File: src/rtl/single_arg_port_arbiter.sv
// Shares one scalar-argument storage port among NUM_REQ requesters, one grant per cycle.
// Round-robin by default; define SINGLE_ARG_ARB_FIXED_PRIO_EN for lowest-index-wins priority.
module single_arg_port_arbiter #(
  parameter int NUM_REQ    = 4,
  parameter int DATA_WIDTH = 32
) (
  input  logic                          clk,
  input  logic                          rst,
  input  logic                          done,
  input  logic [NUM_REQ-1:0]            req_ce,
  input  logic [NUM_REQ-1:0]            req_we,
  input  logic [NUM_REQ*DATA_WIDTH-1:0] req_din,
  output logic [NUM_REQ-1:0]            grant,
  output logic [NUM_REQ-1:0]            rvalid,
  output logic [DATA_WIDTH-1:0]         rdata,
  output logic                          ce0,
  output logic                          we0,
  output logic [DATA_WIDTH-1:0]         mem_din0,
  input  logic [DATA_WIDTH-1:0]         mem_dout0
);

  localparam int PTR_W = (NUM_REQ > 1) ? $clog2(NUM_REQ) : 1;

  typedef enum logic [1:0] {
    IDLE,
    ACTIVE,
    FROZEN
  } state_t;

  state_t             r_state;
  state_t             w_nextState;
  logic [PTR_W-1:0]   r_ptr;
  logic [PTR_W-1:0]   w_nextPtr;
  logic [PTR_W-1:0]   w_gntIdx;
  logic               w_found;
  logic [NUM_REQ-1:0] r_rdTag;

  // Winner search is suppressed entirely while the testbench owns storage or reset is held,
  // so requests simply wait rather than being consumed.
  always_comb begin
    w_found  = 1'b0;
    w_gntIdx = '0;
    if (!rst && !done) begin
      for (int k = 0; k < NUM_REQ; k++) begin
`ifdef SINGLE_ARG_ARB_FIXED_PRIO_EN
        if (!w_found && req_ce[k]) begin
          w_found  = 1'b1;
          w_gntIdx = PTR_W'(k);
        end
`else
        if (!w_found && req_ce[(int'(r_ptr) + k) % NUM_REQ]) begin
          w_found  = 1'b1;
          w_gntIdx = PTR_W'((int'(r_ptr) + k) % NUM_REQ);
        end
`endif
      end
    end
  end

  always_comb begin
    grant    = '0;
    ce0      = 1'b0;
    we0      = 1'b0;
    mem_din0 = '0;
    if (w_found) begin
      grant[w_gntIdx] = 1'b1;
      ce0             = 1'b1;
      we0             = req_we[w_gntIdx];
      mem_din0        = req_din[int'(w_gntIdx)*DATA_WIDTH +: DATA_WIDTH];
    end
  end

  always_comb begin
`ifdef SINGLE_ARG_ARB_FIXED_PRIO_EN
    w_nextPtr = '0;
`else
    w_nextPtr = r_ptr;
    if (w_found) begin
      w_nextPtr = (w_gntIdx == PTR_W'(NUM_REQ-1)) ? '0 : w_gntIdx + 1'b1;
    end
`endif
  end

  always_comb begin
    w_nextState = r_state;
    if (done) begin
      w_nextState = FROZEN;
    end else begin
      case (r_state)
        IDLE:    w_nextState = w_found ? ACTIVE : IDLE;
        ACTIVE:  w_nextState = w_found ? ACTIVE : IDLE;
        FROZEN:  w_nextState = IDLE;
        default: w_nextState = IDLE;
      endcase
    end
  end

  // Read tags are registered independently of done so a read granted just before a freeze
  // still returns its data.
  always_ff @(posedge clk or posedge rst) begin
    if (rst) begin
      r_state <= IDLE;
      r_ptr   <= '0;
      r_rdTag <= '0;
    end else begin
      r_state <= w_nextState;
      r_ptr   <= w_nextPtr;
      r_rdTag <= grant & ~req_we;
    end
  end

  assign rvalid = r_rdTag;
  assign rdata  = (|r_rdTag) ? mem_dout0 : '0;

endmodule

File: config.mk
export PLATFORM = sky130hd
export DESIGN_NAME = single_arg_port_arbiter
export DESIGN_NICKNAME = d
export VERILOG_FILES = /design/src/rtl/single_arg_port_arbiter.sv
export SDC_FILE = /design/constraint.sdc
export NUM_CORES = 1
export LEC_CHECK = 0
export ABC_AREA = 1
export BUFFER_PORTS_ARGS = -buffer_cell sky130_fd_sc_hd__clkbuf_2
export CAP_MARGIN = 20
export CORE_AREA = 2 2 96 98
export DETAILED_ROUTE_END_ITERATION = 7
export DIE_AREA = 0 0 98 100
export PLACE_DENSITY = 0.67
export SLEW_MARGIN = 10
export SYNTH_ARGS = -nofsm -noshare
export SYNTH_HDL_FRONTEND = slang
export SYNTH_SLANG_ARGS = --single-unit
File: constraint.sdc
create_clock -name clk -period 2.22 [get_ports clk]
set_input_delay 0.333 -clock clk [delete_from_list [all_inputs] [get_ports clk]]
set_output_delay 0.333 -clock clk [all_outputs]
set_load 0.01 [all_outputs]
# ---- Word level (Yosys, flattened, before mapping)
# Index checks and enable logic that the tools add are counted.
dict set report totals {
  ff_bits 6
  elab_cells 67
}
dict set report op_classes {
  add_sub_neg 4
  n_lt_le_gt_ge 6
  n_eq_ne 1
  shifts 1
  n_mux 34
  bitwise 5
  reduce_logical 14
}
# op n
set op_table {}
lappend op_table {{$shiftx 128x8->32} 1}
lappend op_table {{$mux 32} 2}
lappend op_table {{$mux 1} 19}
lappend op_table {{$lt 3x4->1 const B} 3}
lappend op_table {{$mux 2} 6}
lappend op_table {{$bmux 1 s2} 5}
lappend op_table {{$lt 2x3->1 const B} 2}
lappend op_table {{$reduce_or 2->1} 3}
lappend op_table {{$logic_and 1x1->1} 5}
lappend op_table {{$logic_not 1->1} 5}
lappend op_table {{$add 2x1->2 const B} 2}
lappend op_table {{$add 2x2->2 const B} 2}
lappend op_table {{$and 4x4->4} 1}
lappend op_table {{$mux 4} 1}
lappend op_table {{$not 4->4} 1}
lappend op_table {{$reduce_or 4->1} 1}
lappend op_table {{$and 1x1->1 const A} 3}
lappend op_table {{$demux 1 s2} 1}
lappend op_table {{$eq 2x2->1 const B} 1}
lappend op_table {{$ge 2x1->1 const B} 1}

# ---- Logic depth before layout (Yosys ltp)
dict set report logic_depth {
  depth_word 23
  mapped_depth 17
  depth_no_buf 14
}

# ---- Worst setup path after synthesis
# Ideal clock, no wire load.
dict set report synth_path {
  path_kind {reg2out}
  start {register r_ptr[0]}
  end {output grant[2]}
  t_arrival_ns 1.931
  required_ns 1.887
  path_slack_ns -0.044
  path_stages_with_launch 16
  path_buffers 3
  path_cell_list {dfrtp_1 buf_6 inv_4 nand2_1 nand3_1 nand2_1 nor2_4 nand3_2 nand2_4 inv_2 nand2_4 buf_8 buf_4 ha_1 inv_1 nor2_1}
}
dict set report synth_between {
  elab_chain_cells 21
  elab_cells_between_ends 39
}
# element line_no
set synth_rtl {}
lappend synth_rtl {{start, declared} 32} ;# logic [PTR_W-1:0] r_ptr;
lappend synth_rtl {{start signal, assigned} 107} ;# r_ptr <= w_nextPtr;
lappend synth_rtl {{parallel branches: the longest is 20 deep, another holds $add 2x1->2} n/a}
lappend synth_rtl {{$mux 4 *} 65} ;# if (w_found) begin
lappend synth_rtl {{end, declared} 13} ;# output logic [NUM_REQ-1:0] grant,
# Every way passes the cells marked *. The select of a mux whose other input is x is not followed.

# ---- Worst setup path after layout
dict set report layout_path {
  start {register r_ptr[0]}
  end {output mem_din0[12]}
}
dict set report layout_between {
  elab_chain_cells 18
  elab_cells_between_ends 35
}
# element line_no
set layout_rtl {}
lappend layout_rtl {{parallel branches: the longest is 17 deep, another holds $add 2x1->2} n/a}
lappend layout_rtl {{$mux 32 *} 65}
lappend layout_rtl {{end, declared} 18} ;# output logic [DATA_WIDTH-1:0] mem_din0,
# Marks and branches as above.

==> results_dict.tcl <==
set metrics [dict create \
    status "finished, violations left" \
    violations "negative setup slack" \
    worst_pin_slew_ns 0.335 \
    tritoncts "built" \
    htree_num_levels 1 \
    diodes 0 \
    fp.dieW_um 98 \
    io_pins 245 \
    overflow 0 \
    hold_viol_final 0 \
    yosysSeqAreaShare_pct 6.38 \
    power_mw 3.90 \
    crit_arrival_ns 2.27 \
    fin_nets 973 \
    cp_max_fo 24 \
    grt_pass1_wl_um 15600 \
    slew_headroom_pct 77.5 \
    avgSynthCellArea_um2 4.51 \
    hpwl_um 7220 \
    irDropWorstVdd_mv 0.558 \
    route.detailed.drc 0 \
    area_delta_synth_final_pct 101 \
    crit_type "reg2out" \
    ant_nets 0 \
    clkTransAtPathRegs_ns 0.04 \
    routabilityCongestion 0.787 \
    syn-cell-area_um2 2350 \
    rows 35 \
    syn_inst 522 \
    layout_setup_ws_ns -0.379 \
    grt_usage_pct 18.7 \
    start_util_pct 26.5 \
    period_share_pct 117 \
    ys_types 22 \
    max_freq_mhz 385 \
    r2r.worst_path.cells 16 \
    max_cap_viol_count 0 \
    cts_hold_buf 0 \
    startpoint_type "register" \
    ys_warn_count 0 \
    port_buffers 244 \
    slew_violations 0 \
    dr.pass1.iters 4 \
    rsz0062_at_grt "true" \
    rr_endpoint "rvalid[3]" \
    die_area_um2 9800 \
    yosysTopAreaCell "nand2_1" \
    fp.dieH_um 100 \
    finalSetupViolCount 37 \
    r2r_setup_slack_ns 0.10 \
    vias 4057 \
    drt_iter0_markers 99 \
    cts_root_buffer "clkbuf_8" \
    core_um2 8890 \
    clock_sinks 6 \
    p_leak_nw 3.02 \
    end_kind "primary output" \
    cts_buffer_depth 2 \
    ys_seq_elements 6 \
    yosysTopAreaCellShare_pct 27.1 \
    cp_data_required_time_ns 1.89 \
    synth_nets 697 \
    antenna_found_initial 0 \
    post-route-min-period_ns 2.60 \
    cts_made_buffers 3 \
    drive_gt1_share_pct 49.7 \
    grt_max_degree 33 \
    wirelength_um 11000 \
    wl_per_cell_um 12.1 \
    clock_skew_ns 0.00776 \
    power.density_nw_per_um2 825 \
    insertion_delay_ns 0.23 \
    reg2reg_from "r_ptr[0]" \
    hold_slack_ns 0.0148 \
    viasPerCell 4.47 \
    first_global_vias 3446 \
    hp-class "in2async" \
    yosys-top-cells-area "nand2_1, nor2_1, nand3_1, inv_1, dfrtp_1" \
]
-- placed cells by master, fill, tap and decap left out, types with 8 or more instances in the layout --
| master | n |
|---|---|
| clkbuf_2 | 219 |
| nand2_1 | 141 |
| nor2_1 | 129 |
| inv_1 | 72 |
| nand3_1 | 49 |
| nand2_2 | 26 |
| buf_2 | 26 |
| nand3_2 | 25 |
| buf_4 | 24 |
| nor2_2 | 10 |
| buf_6 | 9 |
| nand2_4 | 8 |
| inv_2 | 8 |
| clkbuf_16 | 8 |
-- cells by family (layout without fill, tap and decap cells) --
logic type      count (synthesis)  count (layout)  synth area share (%)
simple gates                  395             398                  68.8
buf+inv                       114             385                  22.0
flops                           6               6                  6.38
fa+ha+maj                       4               4                  2.13
compound gates                  3               3                 0.638
-- final cells by class --
class	count	area (um^2)
Fill cell	924	4160
Sequential cell	6	151
Timing Repair Buffer	298	1980
Multi-Input combinational cell	405	2070
Inverter	83	334
Timing Repair inverter	1	7.51
Clock buffer	3	41.3
Tap cell	111	139
-- synth_stat cells, drive strengths merged --
| cell | instances |
|---|---|
| ha | 4 |
| nand2 | 175 |
| clkbuf | 8 |
| nand3 | 75 |
| a21oi | 1 |
| nor4 | 1 |
| inv | 83 |
| o21ai | 2 |
| nor2 | 140 |
| buf | 23 |
| dfrtp | 6 |
| nor3 | 4 |
-- per-stage QoR --
step	setup TNS (ns)	util (%)	area (um^2)	setup WS (ns)	std cells
floorplan	0	-	2370	0.00212	522
global placement	-3.05	43.1	3830	-0.136	877
detailed placement	-5.14	43.1	3830	-0.214	877
CTS	-9.33	47.5	4220	-0.300	891
global route	-18.93	53.2	4730	-0.551	907
finish	-12.69	53.2	4730	-0.379	907
-- per-layer routing --
metal | vias up | track usage, % | routed length, um
met3 | 8 | 2.86 | 876
met2 | 203 | 35.6 | 5650
met1 | 1743 | 22.9 | 4360
met4 | 0 | 2.35 | 82
met5 | - | 0 | 0
li1 | 2103 | - | -
-- registers in the layout (all words and copies together), names as in the netlist --
name,flops
rvalid,4
r_ptr,2
-- critical path: stages, from the launching register on --
cell and delay [ns]:
dfrtp_2 0.45, clkinvlp_4 0.15, nand2_1 0.10, nand2_1 0.07, nand2_1 0.07, nand2_2 0.06, nor2_4 0.11, nand3_2 0.09
nand2_4 0.11, clkinv_8 0.10, buf_12 0.14, bufbuf_16 0.30, nand2_1 0.09, nor2_2 0.04, buf_2 0.13
-- where the power goes --
part           internal (mW)  switching (mW)
clock network          0.117          0.0504
registers              0.131          0.0345
logic                   1.57            2.00
total                   1.81            2.08
-- worst max-delay path by stage --
| stage | start | end | cells past startpoint |
|---|---|---|---|
| global route | r_ptr[0] | mem_din0[3] | 16 |
| CTS | r_ptr[0] | mem_din0[14] | 17 |
| detailed placement | r_ptr[0] | grant[1] | 16 |
| finish | r_ptr[0] | mem_din0[12] | 14 |
| global placement | r_ptr[0] | grant[1] | 16 |
| floorplan | r_ptr[0] | grant[3] | 17 |
-- repair_timing --
| item | 4_1_cts | 5_1_grt |
|---|---|---|
| pin swaps | 12 | 35 |
| resized for setup | 44 | 93 |
| endpoints found under the setup margin | 40 | 42 |
| setup buffers | 5 | 7 |
| gates cloned | 6 | 13 |
No activity file was read; power rests on OpenSTA's default activity.
